$ cat config.mk
export PLATFORM = sky130hd
export DESIGN_NAME = pmu_window_seq
export DESIGN_NICKNAME = d
export VERILOG_FILES = /design/src/rtl/pmu_window_seq.sv
export SDC_FILE = /design/constraint.sdc
export NUM_CORES = 1
export LEC_CHECK = 0
export BUFFER_PORTS_ARGS = -buffer_cell sky130_fd_sc_hd__buf_2
export CAP_MARGIN = 20
export CELL_PAD_IN_SITES_DETAIL_PLACEMENT = 0
export CELL_PAD_IN_SITES_GLOBAL_PLACEMENT = 1
export CORE_MARGIN = 3
export CORE_UTILIZATION = 44
export DETAILED_ROUTE_END_ITERATION = 8
export PLACE_DENSITY_LB_ADDON = 0.1
export SLEW_MARGIN = 30
export SYNTH_ARGS = -nofsm -noshare
export SYNTH_HDL_FRONTEND = slang
export SYNTH_SLANG_ARGS = --single-unit
$ cat constraint.sdc
create_clock -name clk_i -period 3.95 [get_ports clk_i]
set_clock_uncertainty 0.1 [all_clocks]
set_input_delay 0.79 -clock clk_i [delete_from_list [all_inputs] [get_ports clk_i]]
set_output_delay 0.79 -clock clk_i [all_outputs]
set_load 0.02 [all_outputs]
$ cat src/rtl/pmu_window_seq.sv
// -----------------------------------------------------------------------------
// pmu_window_seq
//
// Measurement-window sequencer for the PMU. Each window it pulses the PMU soft
// reset for one cycle (CLEAR), enables the counters for exactly the programmed
// number of cycles (RUN), then freezes them for one cycle (HOLD). It also
// raises a sticky interrupt so software can read a consistent snapshot.
//
// Optional feature: define PMU_WINDOW_SEQ_PERIODIC_EN to let periodic_i
// restart windows back-to-back. When the macro is undefined, periodic_i is
// ignored and HOLD always returns to IDLE.
//
// Ports:
//   clk_i        clock
//   rstn_i       asynchronous active-low reset
//   start_i      start request, honoured in IDLE only
//   stop_i       abort request, returns to IDLE next cycle
//   window_i     window length in cycles, latched on an accepted start
//   periodic_i   auto-restart after each window (macro-dependent)
//   intr_clr_i   clears intr_o (a simultaneous set wins)
//   cfg_o        PMU config word: bit0 = enable, bit1 = soft reset
//   busy_o       high in CLEAR, RUN and HOLD
//   done_o       one-cycle pulse on entry to HOLD
//   intr_o       sticky window-complete interrupt
//   remaining_o  cycles left in the current window
//   windows_o    completed-window count, wraps
// -----------------------------------------------------------------------------
module pmu_window_seq #(
  parameter int REG_WIDTH = 32,
  parameter int WIN_WIDTH = 32,
  parameter int CNT_WIDTH = 16
) (
  input  logic                 clk_i,
  input  logic                 rstn_i,
  input  logic                 start_i,
  input  logic                 stop_i,
  input  logic [WIN_WIDTH-1:0] window_i,
  input  logic                 periodic_i,
  input  logic                 intr_clr_i,
  output logic [REG_WIDTH-1:0] cfg_o,
  output logic                 busy_o,
  output logic                 done_o,
  output logic                 intr_o,
  output logic [WIN_WIDTH-1:0] remaining_o,
  output logic [CNT_WIDTH-1:0] windows_o
);

  typedef enum logic [1:0] {
    ST_IDLE  = 2'd0,
    ST_CLEAR = 2'd1,
    ST_RUN   = 2'd2,
    ST_HOLD  = 2'd3
  } state_t;

  localparam logic [REG_WIDTH-1:0] CFG_OFF     = {REG_WIDTH{1'b0}};
  localparam logic [REG_WIDTH-1:0] CFG_EN      = REG_WIDTH'(1);
  localparam logic [REG_WIDTH-1:0] CFG_SOFTRST = REG_WIDTH'(2);
  localparam logic [WIN_WIDTH-1:0] WIN_ZERO    = {WIN_WIDTH{1'b0}};
  localparam logic [WIN_WIDTH-1:0] WIN_ONE     = WIN_WIDTH'(1);
  localparam logic [CNT_WIDTH-1:0] CNT_ONE     = CNT_WIDTH'(1);

  state_t                 state_r;
  state_t                 state_s;
  logic [WIN_WIDTH-1:0]   win_r;
  logic [WIN_WIDTH-1:0]   win_s;
  logic [WIN_WIDTH-1:0]   rem_s;
  logic [REG_WIDTH-1:0]   cfg_s;
  logic [CNT_WIDTH-1:0]   windows_s;
  logic                   busy_s;
  logic                   done_s;
  logic                   intr_s;
  logic                   intr_set_s;
  logic                   periodic_s;

`ifdef PMU_WINDOW_SEQ_PERIODIC_EN
  assign periodic_s = periodic_i;
`else
  // Restart is compiled out; the input is intentionally left unused.
  logic unused_periodic_s;
  assign unused_periodic_s = periodic_i;
  assign periodic_s        = 1'b0;
`endif

  // Next-state and next-output computation; every output is then registered.
  always_comb begin
    state_s    = state_r;
    win_s      = win_r;
    rem_s      = remaining_o;
    windows_s  = windows_o;
    done_s     = 1'b0;
    intr_set_s = 1'b0;

    case (state_r)
      ST_IDLE: begin
        // stop_i beats a simultaneous start; a zero-length window is ignored.
        if (start_i && !stop_i && (window_i != WIN_ZERO)) begin
          state_s = ST_CLEAR;
          win_s   = window_i;
        end else begin
          state_s = ST_IDLE;
        end
      end
      ST_CLEAR: begin
        if (stop_i) begin
          state_s = ST_IDLE;
          rem_s   = WIN_ZERO;
        end else begin
          state_s = ST_RUN;
          rem_s   = win_r;
        end
      end
      ST_RUN: begin
        if (stop_i) begin
          state_s = ST_IDLE;
          rem_s   = WIN_ZERO;
        end else if (remaining_o == WIN_ONE) begin
          // Last enabled cycle: freeze and report completion.
          state_s    = ST_HOLD;
          rem_s      = WIN_ZERO;
          done_s     = 1'b1;
          intr_set_s = 1'b1;
          windows_s  = windows_o + CNT_ONE;
        end else begin
          rem_s = remaining_o - WIN_ONE;
        end
      end
      ST_HOLD: begin
        if (stop_i) begin
          state_s = ST_IDLE;
        end else if (periodic_s) begin
          state_s = ST_CLEAR;
        end else begin
          state_s = ST_IDLE;
        end
        rem_s = WIN_ZERO;
      end
      default: begin
        state_s = ST_IDLE;
        rem_s   = WIN_ZERO;
      end
    endcase

    // The config word follows the state being entered, so cfg_o is in step
    // with the state register.
    case (state_s)
      ST_CLEAR: cfg_s = CFG_SOFTRST;
      ST_RUN:   cfg_s = CFG_EN;
      default:  cfg_s = CFG_OFF;
    endcase

    busy_s = (state_s != ST_IDLE);

    if (intr_set_s) begin
      intr_s = 1'b1;
    end else if (intr_clr_i) begin
      intr_s = 1'b0;
    end else begin
      intr_s = intr_o;
    end
  end

  // State and output registers; reset clears the PMU enable asynchronously.
  always_ff @(posedge clk_i or negedge rstn_i) begin
    if (!rstn_i) begin
      state_r     <= ST_IDLE;
      win_r       <= WIN_ZERO;
      cfg_o       <= CFG_OFF;
      busy_o      <= 1'b0;
      done_o      <= 1'b0;
      intr_o      <= 1'b0;
      remaining_o <= WIN_ZERO;
      windows_o   <= {CNT_WIDTH{1'b0}};
    end else begin
      state_r     <= state_s;
      win_r       <= win_s;
      cfg_o       <= cfg_s;
      busy_o      <= busy_s;
      done_o      <= done_s;
      intr_o      <= intr_s;
      remaining_o <= rem_s;
      windows_o   <= windows_s;
    end
  end

endmodule

==> results.py <==
metrics = {
    "sta": {
        "fin_crit_sh": 0.699,
        "setup_tns_ps": 0,
        "worst_pin_slew_ps": 784,
        "rsz0062_at_grt": "false",
        "max_freq_mhz": 362,
        "fin_crit_ps": 2760,
        "final_max_slew_viol_count": 0,
        "setup_viol": 0,
        "hold_viol_final": 0,
        "slew_headroom": 0.478,
    },
    "synth": {
        "syn_area_per_cell_sq_um": 10.7,
        "synth_edf_count": 0,
        "yosysTopAreaCell": "dfrtp_1",
        "async_reset_ff_frac": 1.00,
        "ys_warn_count": 0,
        "yosysSeqAreaShare": 0.488,
        "ys_ff_latch": 87,
        "ys.flop_type": "dfrtp_1",
        "synth.distinct_cells": 58,
        "synth_top_area_share": 0.488,
        "netlist_area_sq_um": 4460,
        "yosys-top-cells-area": "dfrtp_1 49%, mux2_2 8.1%, buf_4 5.0%",
        "synth_cells": 416,
    },
    "layout": {
        "drive_gt1_frac": 0.306,
        "area_delta_synth_final_pct": 17.8,
        "antenna_cells": 0,
        "multi_input_area_sq_um": 2080,
        "fill_cells": 939,
        "nets": 552,
        "final_cell_area_sq_um": 5250,
        "register_area_sq_um": 2180,
    },
    "detailed_routing": {
        "top_layer": "met4",
        "route.detailed.drc": 0,
        "dr_wl_met3_um": 580,
        "routed_via_density": 5.37,
        "route.met2.wl_mm": 4.89,
        "wl_met1_mm": 5.38,
        "dr.pass1.iters": 5,
        "ant_nets": 0,
        "wirelength_mm": 11.1,
        "via_count": 3482,
        "wl_per_cell_um": 17.1,
        "drt_iter0_drc": 169,
    },
    "power_and_ir_drop": {
        "p_per_area_nw_per_um2": 554,
        "ir_worst_vdd_v": 0.000249,
        "power.leakage_nw": 2.52,
    },
    "die": {
        "initial_core_util": 0.454,
        "core_area_sq_um": 9820,
        "ios": 121,
        "fp.dieW_um": 107,
        "dieArea_sq_um": 11400,
        "die_h_um": 107,
        "rows": 36,
    },
    "worst_setup_path": {
        "max_stage_delay_ps": 520,
        "timing.critical_path.fanout_max": 25,
        "crit_type": "in2reg",
        "cp_cell_sequence": "buf_2 -> nor4_1 -> nand4_1 -> o2111ai_4 -> buf_12 -> mux2_2",
        "required_ps": 4100,
        "cp.arrival_ps": 2910,
        "cp_slowest_cell": "nor4_1",
        "endpoint_kind": "flop",
        "start_kind": "primary input",
    },
    "global_route": {
        "globalRouteTotalUtil": 0.202,
        "grt_pass1_vias": 3362,
        "grt_pass1_wl_mm": 17.8,
        "grt_max_degree": 62,
        "antenna_found_initial": 0,
        "overflow": 0,
    },
    "job": {
        "drv_cap": 0,
    },
    "placement": {
        "io_buffers": 89,
        "gp_congestion": 0.780,
        "post-dp-hpwl_mm": 7.97,
        "placed_cell_area_sq_um": 5010,
    },
    "cts": {
        "postCtsSetupRepairBufs": 0,
        "clock_latency_ps": 370,
        "clkSinkCount": 87,
        "path_clk_slew_ps": 90,
        "cts_buffers": 9,
        "post_cts.resized_instances": 0,
        "clock-root-buffer": "clkbuf_8",
        "htreeDepth": 3,
        "holdBufCountCts": 0,
        "cts_tree": "yes",
        "ctsLongestPathBuffers": 2,
    },
    "min_path": {
        "hp-class": "reg2reg",
    },
    "outcome": {
        "status": "complete, no violations",
    },
}
## cell usage after synthesis, types with 13 or more instances
master / count
dfrtp_1: 87
buf_4: 30
nor4_1: 18
inv_1: 13
mux2_2: 32
xnor2_1: 20
nand2_1: 26
nand3_1: 17
a22oi_1: 16
o21ai_0: 22
## per-layer routing
metal,global-route usage,up-vias
li1,-,1674
met3,0.0265,15
met4,0.0813,0
met1,0.310,1683
met2,0.285,110
met5,0,-
## cell type report
class / instances / area share
Multi-Input combinational cell: 300 / 0.395
Sequential cell: 87 / 0.414
Clock inverter: 5 / 0.0198
Timing Repair Buffer: 99 / 0.102
Inverter: 14 / 0.0100
Tap cell: 133 / 0.0317
Clock buffer: 11 / 0.0269
## worst max-delay path: cells and delay by family
family,cells,cell delay [ps]
AO/OA/AOI/OAI,1,500
buffers and inverters,2,340
multiplexers,1,350
AND/OR/NAND/NOR,2,880
## layout by cell type (no fill, tap or decap), types with 3 or more instances in the layout
cell type  instances
mux2_2            32
inv_1             13
and2_1             3
nor3_1            10
nand2_1           26
clkbuf_8          10
nor4_1            18
o211ai_1           4
and3_1             8
and4_1             5
nor2_1             9
a22oi_1           16
conb_1            30
o31a_1             3
a21o_1             3
xnor2_1           20
a221o_1            3
dfrtp_1           87
nand4_1           11
buf_4             10
nand3_1           17
ha_1               3
or3_1              4
buf_2             88
bufinv_16          3
or4_1              4
a21oi_1            6
o21ai_0           22
xor2_1             5
## per-stage QoR
stage | setup slack, ps | utilization | std cells | hold WS (ps) | total power [mW]
after floorplan | 1330 | - | 445 | 344 | 1.86
after global placement | 823 | 0.509 | 633 | 352 | 2.14
after detailed placement | 721 | 0.510 | 633 | 355 | 2.16
after CTS | 1120 | 0.535 | 649 | 371 | 2.93
after global routing | 956 | 0.535 | 649 | 397 | 3.10
final | 1190 | 0.535 | 649 | 367 | 2.91
## state kept, by name (all words and copies together) (netlist names)
| register | cells |
|---|---|
| remaining_o | 32 |
| win_r | 32 |
| windows_o | 16 |
| cfg_o | 2 |
| state_r | 2 |
| busy_o | 1 |
| done_o | 1 |
| intr_o | 1 |
## power by group
part,leakage (nW),switching [mW],internal [mW]
combinational,1.28,0.547,0.351
sequential,1.12,0.186,1.06
clock,0.124,0.329,0.439
total,2.52,1.06,1.85
## cells by family after synthesis
kind of cell | after synthesis | share of synthesized area
buffers and inverters | 58 | 0.0777
adders and majority gates | 3 | 0.00842
other | 1 | 0.000841
muxes | 32 | 0.0808
DFF | 87 | 0.488
AOI/OAI and AO/OA | 79 | 0.127
and+or+nand+nor | 131 | 0.168
xor gates and xnor gates | 25 | 0.0491
## worst paths after layout
| path | start | to | slack [ps] | depth (start not counted) |
|---|---|---|---|---|
| setup / recovery | window_i[16] | win_r[26] | 1190 | 6 |
| hold / removal | windows_o[15] | windows_o[15] | 370 | 1 |
| setup reg to reg | remaining_o[18] | remaining_o[10] | 1200 | 6 |
| hold reg to reg | windows_o[15] | windows_o[15] | 370 | 1 |
| max in group asynchronous | rstn_i | remaining_o[12] | 2640 | 2 |
| min in group asynchronous | rstn_i | win_r[0] | 400 | 1 |
Note: power is estimated with default switching activity, not from simulation.
